## config.mk

```make
export PLATFORM = sky130hd
export DESIGN_NAME = riscv_regfile
export DESIGN_NICKNAME = d
export VERILOG_FILES = /design/src/rtl/riscv_pkg.sv /design/src/rtl/regfile_read_port.sv /design/src/rtl/riscv_regfile.sv
export SDC_FILE = /design/constraint.sdc
export NUM_CORES = 2
export LEC_CHECK = 0
export CORE_MARGIN = 2
export CORE_UTILIZATION = 57
export CTS_CLUSTER_DIAMETER = 50
export DETAILED_ROUTE_END_ITERATION = 8
export PLACE_DENSITY = 0.77
export RECOVER_POWER = 25
export SLEW_MARGIN = 20
export SYNTH_ARGS = -nofsm -noshare
export SYNTH_HDL_FRONTEND = slang
export SYNTH_SLANG_ARGS = --single-unit
```

## constraint.sdc

```tcl
create_clock -name clk -period 76 [get_ports clk]
set_input_delay 15.2 -clock clk [delete_from_list [all_inputs] [get_ports clk]]
set_output_delay 15.2 -clock clk [all_outputs]
set_load 0.01 [all_outputs]
```

## src/rtl/riscv_pkg.sv

```systemverilog
// riscv_pkg: shared widths, types and constants for the RV64 integer datapath
package riscv_pkg;
    localparam int XLEN    = 64;
    localparam int NREG_AW = 5;
    typedef logic [XLEN-1:0]    xlen_t;
    typedef logic [NREG_AW-1:0] reg_addr_t;
    localparam reg_addr_t REG_ZERO = '0;
endpackage

```

## src/rtl/regfile_read_port.sv

```systemverilog
// regfile_read_port: combinational read mux with x0 zero-force and optional write-first bypass
module regfile_read_port
    import riscv_pkg::*;
#(
    parameter int XLEN        = riscv_pkg::XLEN,
    parameter int NREGS       = 32,
    parameter int AW          = riscv_pkg::NREG_AW,
    parameter int WRITE_FIRST = 0
) (
    input  logic                        i_rst,
    input  logic [NREGS-1:0][XLEN-1:0]  i_regs,
    input  logic [AW-1:0]               i_addr,
    input  logic                        i_we,
    input  logic [AW-1:0]               i_waddr,
    input  logic [XLEN-1:0]             i_wdata,
    output logic [XLEN-1:0]             o_data
);
    logic w_bypass;
    // Bypass is suppressed in reset so both ports read zero while rst is high
    assign w_bypass = (WRITE_FIRST != 0) && i_we && !i_rst && (i_waddr == i_addr);
    // x0 wins over the bypass so a write aimed at x0 can never leak out
    assign o_data = (i_addr == REG_ZERO) ? '0 : w_bypass ? i_wdata : i_regs[i_addr];
endmodule

```

## src/rtl/riscv_regfile.sv

```systemverilog
// riscv_regfile: 32 x XLEN integer register file, two combinational reads, one clocked write
module riscv_regfile
    import riscv_pkg::*;
#(
    parameter int XLEN        = riscv_pkg::XLEN,
    parameter int NREGS       = 32,
    parameter int AW          = riscv_pkg::NREG_AW,
    parameter int WRITE_FIRST = 0
) (
    input  logic            clk,
    input  logic            rst,
    input  logic            regWrite,
    input  logic [AW-1:0]   readRegister1,
    input  logic [AW-1:0]   readRegister2,
    input  logic [AW-1:0]   writeRegister,
    input  logic [XLEN-1:0] writeData,
    output logic [XLEN-1:0] readData1,
    output logic [XLEN-1:0] readData2
);
    logic [NREGS-1:0][XLEN-1:0] r_regs;
    // Storage: async clear, single-cycle write, writes to x0 dropped so entry 0 stays zero
    always_ff @(posedge clk or posedge rst) begin
        if (rst)
            r_regs <= '0;
        else if (regWrite && writeRegister != REG_ZERO)
            r_regs[writeRegister] <= writeData;
    end
    regfile_read_port #(
        .XLEN(XLEN), .NREGS(NREGS), .AW(AW), .WRITE_FIRST(WRITE_FIRST)
    ) u_rp1 (
        .i_rst(rst), .i_regs(r_regs), .i_addr(readRegister1), .i_we(regWrite),
        .i_waddr(writeRegister), .i_wdata(writeData), .o_data(readData1)
    );
    regfile_read_port #(
        .XLEN(XLEN), .NREGS(NREGS), .AW(AW), .WRITE_FIRST(WRITE_FIRST)
    ) u_rp2 (
        .i_rst(rst), .i_regs(r_regs), .i_addr(readRegister2), .i_we(regWrite),
        .i_waddr(writeRegister), .i_wdata(writeData), .o_data(readData2)
    );
endmodule

```

### Yosys cells after proc, flatten, opt, wreduce, memory -nomap -nowiden

Cells that the tools add are included.

* register bits after elaboration: 2048
* bits of input ports: 82
* output and inout bits: 128
* logic and storage cells: 50

* order comparisons: 4
* multiplexer cells: 9
* reduce and logical (&&, ||, !) cells: 5

Operators by type and width (count)
* $bwmux W2048: 1
* $bmux W64 S5: 2
* $demux W64 S5: 1
* $mux W64: 5
* $lt A5 B6 Y1 const B: 3
* $logic_not A5 Y1: 2
* $ge A5 B1 Y1 const B: 1
* $reduce_bool A5 Y1: 1
* $logic_and A1 B1 Y1: 2

### Logic depth before layout (Yosys ltp)

* word-level depth: 5
* depth in mapped cells: 10
* gate-level depth less buffers: 4

### Modules after synthesis

A second synthesis with hierarchy kept.

* cell total of the unflattened synthesis: 7078
* area, all modules: 108512.8 um^2

Modules (own cells, without submodules)
* riscv_regfile: instances 1, cells an instance 4532, area each 75763.9 um^2, sequential area each 51249.2 um^2
* regfile_read_port: instances 2, cells an instance 1273, area each 16374.5 um^2, sequential area each 0.0 um^2

### Least setup slack after synthesis

No wires, ideal clock.

* path type: input to output
* from: in readRegister1[0]
* to: out readData1[24]
* arrival: 16995 ps
* required time: 60800 ps
* slack: 43805 ps
* stages: 7
* buffers on the path: 3
* cell sequence: buf_2 buf_2 buf_2 mux4_2 mux2i_1 nor2_1 a211o_1

* cells in the longest elaborated chain, start to end: 3
* elaborated cells on any way between the ends: 4
* classes of those cells: 3 x mux; 1 x reduce/logical

Ends and longest elaborated chain
* from (decl): RTL line riscv_regfile.sv:13 `input logic [AW-1:0] readRegister1,`
* $bmux W64 S5: RTL line regfile_read_port.sv:22 `assign o_data = (i_addr == REG_ZERO) ? '0 : w_bypass ? i_wdata : i_regs[i_addr];`
* $mux W64 (not written as such): RTL line regfile_read_port.sv:22
* $mux W64 *: RTL line regfile_read_port.sv:22
* to (decl): RTL line riscv_regfile.sv:17 `output logic [XLEN-1:0] readData1,`

Every way passes the cells marked *; elsewhere a longest branch is shown, timed or not. The select of a mux whose other input is x is not followed.

### Worst setup path in the final report

* from: in readRegister2[0]
* to: out readData2[31]

* cells in the longest elaborated chain, start to end: 3
* elaborated cells on any way between the ends: 4
* classes of those cells: 3 x mux; 1 x reduce/logical

Ends and longest elaborated chain
* from (decl): RTL line riscv_regfile.sv:14 `input logic [AW-1:0] readRegister2,`
* $bmux W64 S5: RTL line regfile_read_port.sv:22
* $mux W64 (not written as such): RTL line regfile_read_port.sv:22
* $mux W64 *: RTL line regfile_read_port.sv:22
* to (decl): RTL line riscv_regfile.sv:18 `output logic [XLEN-1:0] readData2`

Marks and branches as above.

==> impl_metrics.csv <==
group,metric,value,unit
synthesis,yosysSeqAreaShare,47.4,%
layout,layoutNonFillerInstCount,9239,
die,core.rowCount,159,
global_routing,grt_pass1_wl,483,mm
routing,post_drt_via_cell_ratio,7.26,
clocking,tritoncts,"built",
synthesis,synth_xor_area_share,0,%
routing,routed_wl,329,mm
status,violations,"capacitance limit, slew limit",
power_and_ir_drop,total_leakage_power,51.4,nW
synthesis,synthTopCellsByArea,"dfrtp_1 47%, mux4_2 22%, mux2_2 21%",
layout,finish.instance_area,0.119,sq mm
synthesis,synth_area,0.108,sq mm
synthesis,ys_ff_latch,2048,
layout,top_regs,"r_regs (2048)",
place,hpwl,181,mm
global_routing,grt_pass1_vias,69500,
clocking,cts_made_buffers,217,
layout,top_register,"r_regs",
timing,layout_min_cycle_time,36.27,ns
clocking,cts-root-buf,"clkbuf_16",
synthesis,synthArstFlopShare,100,%
layout,largest_reg_flops,2048,
timing,max_freq,27.6,MHz
layout,final_core_util,63.0,%
clocking,clk_path_buf_depth,3,
power_and_ir_drop,power_density,27.2,mW/mm^2
die,die-area,0.193,sq mm
synthesis,avgSynthCellArea,16.1,sq um
min_path,min_path_type,"reg2reg",
critical_path,critPathSlowestCell,"buf_4",
layout,nets,6620,
synthesis,synthTopCellsByCount,"2048 x dfrtp_1, 2019 x mux2_2, 1077 x mux4_2",
status,outcome,"complete, but fails checks",
synthesis,synth_mux_area_share,46.1,%
critical_path,arrival,21.07,ns
critical_path,startpoint_type,"input port",
power_and_ir_drop,p_int,2.35,mW
critical_path,worstSetupPathType,"in2out",
clocking,clk_pin_slew,0.05,ns
power_and_ir_drop,seqPwrFrac,45.0,%
timing,rsz0062_at_grt,"no",
power_and_ir_drop,p_switching,878,uW
synthesis,synthFlopType,"dfrtp_1",
layout,fillers,13400,
global_routing,grtUsageTotal,34.4,%
power_and_ir_drop,p_sw_share,27.2,%
timing,hold_viol_final,0,
power_and_ir_drop,clockPowerShare,34.0,%
min_path,hold_depth,0,
global_routing,antenna_found_initial,30,
synthesis,synth_edf_count,0,
layout,area_growth,9.64,%
clocking,cts.repair.resized,0,
critical_path,cp_common_cell,"buf_4",
place,portBuffers,209,
synthesis,yosysTopAreaCellShare,47.4,%
power_and_ir_drop,worst_ir_drop_vdd,0.0227,mV
routing,drc,0,
synthesis,syn_inst,6733,
global_routing,grt_overflow,0,
timing,worst_slew_pin_slew,5.60,ns
timing,setup_viol,0,
place,globalplace.congestion,0.847,
critical_path,slowest_delay,0.86,ns
place,placed_cells,8814,
global_routing,grt_max_degree,178,
synthesis,synth.distinct_cells,55,
synthesis,synth-simple-area-share,0.799,%
run,cap_violations,36,
die,ioPinCount,210,
critical_path,rrSetupSlack,75.18,ns
clocking,worstSkewPairLatency,0.86,ns
synthesis,synth.net_count,6815,
critical_path,path_max_fanout,64,
critical_path,r2r_cells,1,
routing,dr_total_vias,67000,
timing,tns,0,ns
timing,fin_crit_sh,47.7,%
place,placed_area,0.111,sq mm
routing,wl_per_cell,35.7,um
die,floorplan.initialDensity,57.4,%
routing,postRouteAntennaNets,0,
synthesis,ys_warn_count,0,
clocking,clock_sinks,2048,
clocking,post-cts-setup-buffers,0,
synthesis,synth_top_family_by_area,"multiplexers",
synthesis,yosys.area.top_type,"dfrtp_1",
synthesis,synth_compound_area_share,2.36,%
critical_path,cp.required,60.80,ns
power_and_ir_drop,p_comb_share,21.0,%
synthesis,yosysMostFrequentCell,"dfrtp_1",
die,core,0.188,sq mm
timing,fin_skew,0,ns
timing,slew_violations,1165,
clocking,hold_buffers,0,
critical_path,end_kind,"output pin",
synthesis,synth_adder_area_share,0,%
die,die_y,440,um
layout,drive_gt1_share,54.3,%
die,die_w,440,um
routing,drtIter0Drc,7474,
clocking,htree_num_levels,4,
timing,slew_headroom,-275,%
routing,dr.pass1.iters,5,
critical_path,crit_chain,"buf_8 > buf_4 > buf_4 > buf_4 > buf_4 > mux4_2 > mux2_2 > a221oi_1 > a2111oi_2 > buf_4 > clkdlybuf4s50_1",
==> cells in the final DEF (no fill, tap or decap), drive strengths merged, types with 5 or more instances in the layout <==
cell type,instances
a22o,6
bufinv,15
mux2i,280
o22ai,97
and2,8
mux4,1077
nand3,6
o221ai,18
clkinvlp,15
nand3b,5
nor2b,21
clkinv,55
a2111oi,5
a21o,85
nor2,37
a21oi,25
clkdlybuf4s50,194
o22a,8
a211oi,9
o21ai,7
nor4,5
mux2,2019
a221o,5
a2bb2oi,9
a22oi,30
nand2,51
clkbuf,324
nor3b,5
nor3,7
inv,25
nand2b,8
o31ai,7
dfrtp,2048
diode,18
buf,154
a221oi,23
==> power by group through the flow <==
stage	clock network, mW	registers, mW	logic, mW
final	1.09	1.45	0.677
after global routing	1.15	1.47	0.718
after detailed placement	0	1.46	0.675
after global placement	0	1.44	0.656
after floorplan	0	1.42	0.525
after CTS	1.10	1.44	0.678
==> stage by stage <==
stage	hold WS, ns	total power, mW	setup WS [ns]
2_1_floorplan	0.425	1.95	2.95
3_3_place_gp	0.360	2.10	38.82
3_5_place_dp	0.363	2.14	39.57
4_1_cts	0.376	3.22	39.56
5_1_grt	0.384	3.34	39.31
6_report	0.375	3.22	39.73
==> layout make-up <==
| cell class | count | area [sq um] | area share [%] |
|---|---|---|---|
| multi-input cells | 3892 | 53300 | 45.0 |
| clock inverters | 103 | 1110 | 0.934 |
| repair buffers | 372 | 3360 | 2.84 |
| flip-flops and latches | 2048 | 51200 | 43.2 |
| clock buffers | 304 | 6270 | 5.29 |
| diodes | 18 | 45.0 | 0.0380 |
| well taps | 2495 | 3120 | 2.63 |
| inverters | 7 | 45.0 | 0.0380 |
==> routing by layer <==
metal  global-route usage [%]  vias up  share of wire [%]
met5                        0        -              0.030
met4                     18.2       16                6.0
met3                     8.20      902                9.6
met2                     53.0     3682                 47
met1                     45.9    36600                 37
li1                         -    25900                  -
==> critical path: cells and delay by family <==
kind | cells | cell delay (ns)
buffers and inverters | 7 | 4.29
AO/OA/AOI/OAI | 2 | 0.83
multiplexers | 2 | 0.51
==> cell families after synthesis <==
group	count (synthesis)
AO/OA/AOI/OAI	348
flip-flops	2048
multiplexers	3376
buffers and inverters	793
AND/OR/NAND/NOR	168
==> path summary, 6_finish.rpt <==
check | start | end
setup / recovery | readRegister2[0] | readData2[31]
hold / removal | r_regs[16] | r_regs[16]
setup reg to reg | r_regs[722] | r_regs[722]
hold reg to reg | r_regs[16] | r_regs[16]
max in group asynchronous | rst | r_regs[23]
min in group asynchronous | rst | r_regs[1334]
Note: power is estimated with default switching activity, not from simulation.
